## config.mk

```make
export PLATFORM = sky130hd
export DESIGN_NAME = even_counter
export DESIGN_NICKNAME = d
export VERILOG_FILES = /design/src/rtl/even_counter.sv
export SDC_FILE = /design/constraint.sdc
export NUM_CORES = 1
export LEC_CHECK = 0
export CAP_MARGIN = 25
export CORE_AREA = 2 2 39 41
export DETAILED_ROUTE_END_ITERATION = 10
export DIE_AREA = 0 0 41 43
export GPL_TIMING_DRIVEN = 0
export PLACE_DENSITY = 0.4
export SETUP_SLACK_MARGIN = 0.05
export SLEW_MARGIN = 10
export SYNTH_ARGS = -nofsm -noshare
export SYNTH_HDL_FRONTEND = slang
export SYNTH_SLANG_ARGS = --single-unit
```

## constraint.sdc

```tcl
create_clock -name clk -period 1.05 [get_ports clk]
set_input_delay 0.21 -clock clk [delete_from_list [all_inputs] [get_ports clk]]
set_output_delay 0.21 -clock clk [all_outputs]
set_load 0.005 [all_outputs]
```

## src/rtl/even_counter.sv

```systemverilog
// Free-running even-number counter: START, START+STEP, ... LAST, then wraps.
// Define ECOUNTER_DOWN_EN to count downward from LAST to START instead.
module even_counter #(
  parameter int WIDTH = 4,
  parameter int STEP  = 2,   // nonzero, divides (LAST - START)
  parameter int START = 0,
  parameter int LAST  = 14   // START < LAST < 2**WIDTH
) (
  input  logic             clk,
  input  logic             reset,
  output logic [WIDTH-1:0] cnt
);

  localparam logic [WIDTH:0] START_W = (WIDTH+1)'(START);
  localparam logic [WIDTH:0] LAST_W  = (WIDTH+1)'(LAST);
  localparam logic [WIDTH:0] STEP_W  = (WIDTH+1)'(STEP);

  logic [WIDTH-1:0] cnt_reg;
  logic [WIDTH-1:0] cnt_next;
  logic [WIDTH:0]   cnt_ext;
  logic [WIDTH:0]   offset;
  logic [WIDTH:0]   step_val;
  logic             in_range;
  logic             aligned;
  logic             valid;

  // A value is only trusted if it lies on the START + k*STEP lattice inside
  // [START, LAST]; anything else (e.g. an upset) restarts the sequence.
  always_comb begin
    cnt_ext  = {1'b0, cnt_reg};
    offset   = cnt_ext - START_W;
    in_range = (cnt_ext >= START_W) && (cnt_ext <= LAST_W);
    aligned  = (offset % STEP_W) == '0;
    valid    = in_range && aligned;
`ifdef ECOUNTER_DOWN_EN
    step_val = cnt_ext - STEP_W;
    // A borrow in the extended MSB can only come from a corrupt value.
    if (!valid || (cnt_ext == START_W) || step_val[WIDTH])
      cnt_next = LAST_W[WIDTH-1:0];
    else
      cnt_next = step_val[WIDTH-1:0];
`else
    step_val = cnt_ext + STEP_W;
    // The extra bit catches any carry out instead of letting it wrap.
    if (!valid || (cnt_ext == LAST_W) || (step_val > LAST_W))
      cnt_next = START_W[WIDTH-1:0];
    else
      cnt_next = step_val[WIDTH-1:0];
`endif
  end

  always_ff @(posedge clk or posedge reset) begin
    if (reset) begin
`ifdef ECOUNTER_DOWN_EN
      cnt_reg <= LAST_W[WIDTH-1:0];
`else
      cnt_reg <= START_W[WIDTH-1:0];
`endif
    end else begin
      cnt_reg <= cnt_next;
    end
  end

  assign cnt = cnt_reg;

endmodule

```

## After elaboration in Yosys (flattened, before gate mapping)

Index checks and enable logic that the tools add are counted.

- Flip-flop bits (word level): 4
- Logic and storage cells: 11

- Reduce and logical (&&, ||, !) cells: 5
- Add/subtract/negate cells: 1
- Equality and inequality tests: 1
- $lt $le $gt $ge: 2
- Mux-type cells: 1

Operators by type and width:

| cell | number |
|---|---|
| adder 4 x 2 -> 5 bit (second input constant) | 1 |
| greater-than comparator 5 x 4 -> 1 bit (second input constant) | 1 |
| zero test 5 bit | 1 |
| == test 4 bit (second input constant) | 1 |
| less-or-equal comparator 4 bit (second input constant) | 1 |
| two-way mux 4 bit | 1 |
| logical OR 1 bit | 2 |
| logical AND 1 bit | 1 |
| zero test 1 bit | 1 |

## Longest topological paths before layout

- Depth after elaboration: 6
- Depth in mapped cells: 3
- Mapped depth without buffers: 3

## Least setup slack after synthesis

No wires, ideal clock.

- Path kind: flip-flop to flip-flop
- Start point: reg cnt_reg[1], in the netlist cnt[1]
- End point: reg cnt_reg[3], in the netlist cnt[3]
- Arrival: 801 ps
- Path buffers: 0
- Cell stages (with the launch flop): 4
- Data required time: 933 ps
- Setup slack: 132 ps
- Cell sequence: dfrtp_1 > ha_1 > or2b_1 > o21ai_2

- Cells in the longest elaborated chain, start to end: 6
- Elaborated cells between the ends (all ways): 9
- Classes of those cells: 1 x add/sub; 2 x order compare; 1 x eq/ne; 1 x mux; 4 x reduce/logical

RTL lines:

| element | line | RTL |
|---|---|---|
| from (decl) | 18 | `logic [WIDTH-1:0] cnt_reg;` |
| from (signal assigned) | 57 | `cnt_reg <= START_W[WIDTH-1:0];` |
| from (signal assigned) | 60 | `cnt_reg <= cnt_next;` |
| parallel branches: the longest is 5 deep, another holds adder 4 x 2 -> 5 bit | n/a |  |
| two-way mux 4 bit (*) | 45 | `if (!valid \|\| (cnt_ext == LAST_W) \|\| (step_val > LAST_W))` |
| net cnt_next[3] | 19 | `logic [WIDTH-1:0] cnt_next;` |

Mark *: on every way through the listed nets, which the timed path passes.

## Worst setup path in the final report

- Start point: reg cnt_reg[2], in the netlist cnt[2]
- End point: reg cnt_reg[3], in the netlist cnt[3]

Same word-level chain as after synthesis.

==> key figures <==
Synthesis
  • Seq cells post-synth: 3
  • Count of different cell masters after synthesis: 10
  • Synthesized instance count: 15
  • Area contributors post-synth: dfrtp_1, ha_1, inv_1
  • Top-area cell type share of the netlist area: 46.2%
  • Synth Area per Inst: around 11 um^2
  • Mapped Nets: 19
  • Mapped cell area: between 150 and 200 um^2
  • Seq/Total Area, Yosys: 46.2%
  • Synth area leader: dfrtp_1
  • Synth warn: 0

Placement
  • Post-DP Area: 223 um^2
  • RePlAce Congestion: around 0.51
  • Pre-CTS WS: -0.0819 ns
  • PortBufs: 4

Floorplan
  • Die Span X: 41 um
  • # rows: 14
  • I/O Pins: 6
  • Initial Util: 11.8%
  • Die Y: 43 um
  • Full die area: 1760 um^2
  • Core footprint: 1380 um^2

Critical path
  • Reg-to-reg startpoint: cnt[2]
  • CP Data Required Time: 1.17 ns
  • CP arrival: approximately 1.1 ns
  • Crit-path max cell delay: ~0.38 ns
  • Crit-path slowest cell: dfrtp_1
  • Crit start category: flip-flop
  • Crit path cell chain: buf_6, ha_4, or2b_1, o21ai_2
  • CP Max Fanout: 3
  • Delay-heaviest family, CP: flip-flops
  • Critical Path End Type: flip-flop
  • Worst path bufs/invs: 1
  • Setup crit start: cnt[2]
  • Worst r2r path cells: 4
  • WP depth: 4
  • Crit Path Class: flip-flop to flip-flop

Clocking
  • Worst skew pair latency: 0.23 ns
  • Hold Buf Count CTS: 0
  • CTS sink count: 3
  • Worst-path clk slew: 0.04 ns
  • Number of H-tree levels: 1
  • TritonCTS Buffers: 3
  • CTS tree: yes
  • Root Driver: clkbuf_4
  • Max clock buf depth: 2

STA
  • Fmax: 1.02 GHz
  • Tcrit/Tclk final: 93.6%
  • Fin. Hold Viols: 0
  • Unrepaired setup endpoints after global routing: true
  • Minimum clock period: roughly 0.98 ns
  • Clock skew: 0.00163 ns
  • Final WS setup: slightly below 0.07 ns
  • Pins Over Slew Limit: 0
  • Setup Viol. Count Final: 0

Routing
  • Met1 wire length: between 100 and 150 um
  • Top Metal Used: met3
  • DRT Wirelength: about 350 um
  • Drt via density: 3.12
  • DR iter-0 viols: 0
  • 1st-pass router iterations: 1
  • DRC: 0
  • ANT nets after route: 0
  • Met2 WL: 179 um
  • DR WL met3: 37 um
  • Routed vias: 134
  • Avg WL per Cell: 8.16 um

Finish
  • Final instance area: 304 um^2
  • Most frequent cells in the layout: inv_1, buf_4, clkbuf_4, dfrtp_1, buf_2
  • # fillers: 152
  • Multi-input gate area: 101 um^2
  • Number of flip-flops in the largest register: 3
  • Reg area: 75.1 um^2
  • Layout cells sized above 1: 63.0%
  • Layout area overhead: 86.9%
  • Nets: 32
  • Antenna cell count: 0

Pwr
  • Leak: 0.000156 uW
  • Power Dens Cells: 1070 nW/um^2
  • VDD IR-drop max: 337 uV

Run status
  • Status: finished clean

GRT
  • Largest net degree at the start of global routing: 5
  • First-pass GRT wire length: 455 um
  • GRT Util Overall: about 4.5%
  • Vias in the first global route: around 130
  • Initial antenna violation count: 0
  • Grt total ovfl: 0

Hold path
  • Hold Crit Class: input pin to async pin

Run
  • Max Cap Violations: 0
[per-layer routing]
metal  up-vias  track usage, %
li1         68               -
met3         0            3.14
met2         5            5.31
met4         0            6.00
met5         -               0
met1        61            4.21
[final timing paths]
path / slack, ns / endpoint
setup / recovery: 0.07 / cnt[3]
hold / removal: 0.15 / cnt[2]
setup reg to reg: 0.07 / cnt[3]
hold reg to reg: 0.55 / cnt[2]
max in group asynchronous: 0.77 / cnt[3]
min in group clk: 0.55 / cnt[2]
[cell type report]
class                      count  share of cell area, %
buffer                         1                   2.47
clock buffer                   4                   8.64
inverter                       3                   3.70
multi-input combinational      8                   33.3
sequential                     3                   24.7
tap                           16                   6.58
timing repair buffer           8                   20.6
[where the power goes]
group / total, uW / internal [uW] / switching (uW)
Sequential: 116 / 116 / 0
Clock: 201 / 142 / 58.3
Combinational: 9.67 / 5.79 / 3.88
Total: 327 / 264 / 62.2
[cells in the mapped netlist, drive strengths merged]
cell,instances
nand2b,1
dfrtp,3
conb,1
and2,1
o21ai,1
buf,1
or2b,1
a21oi,1
ha,2
inv,3
[cells by family (layout without fill, tap and decap cells)]
logic type                 after synthesis  after routing  share of synthesized area [%]
buffers and inverters                    4             16                           11.5
DFF                                      3              3                           46.2
AOI/OAI and AO/OA                        2              2                           10.8
other                                    1              1                           2.31
and+or+nand+nor                          3              3                           13.9
adders and majority gates                2              2                           15.4
[repair_timing]
action                     in CTS  in global routing
buffers inserted                3                  1
setup endpoints to repair       3                  2
pin swaps                       0                  1
resized for setup              13                  5
[metrics by stage]
step	TNS, ns	utilization [%]	power, uW	cells	hold slack, ns
global route	0	22.0	354	43	0.176
CTS	0	18.8	337	42	0.142
finish	0	22.0	327	43	0.147
global placement	-0.145	16.1	127	35	0.384
floorplan	0	-	123	15	-0.0364
detailed placement	-0.190	16.1	127	35	0.391
Note: power is estimated with default switching activity, not from simulation.
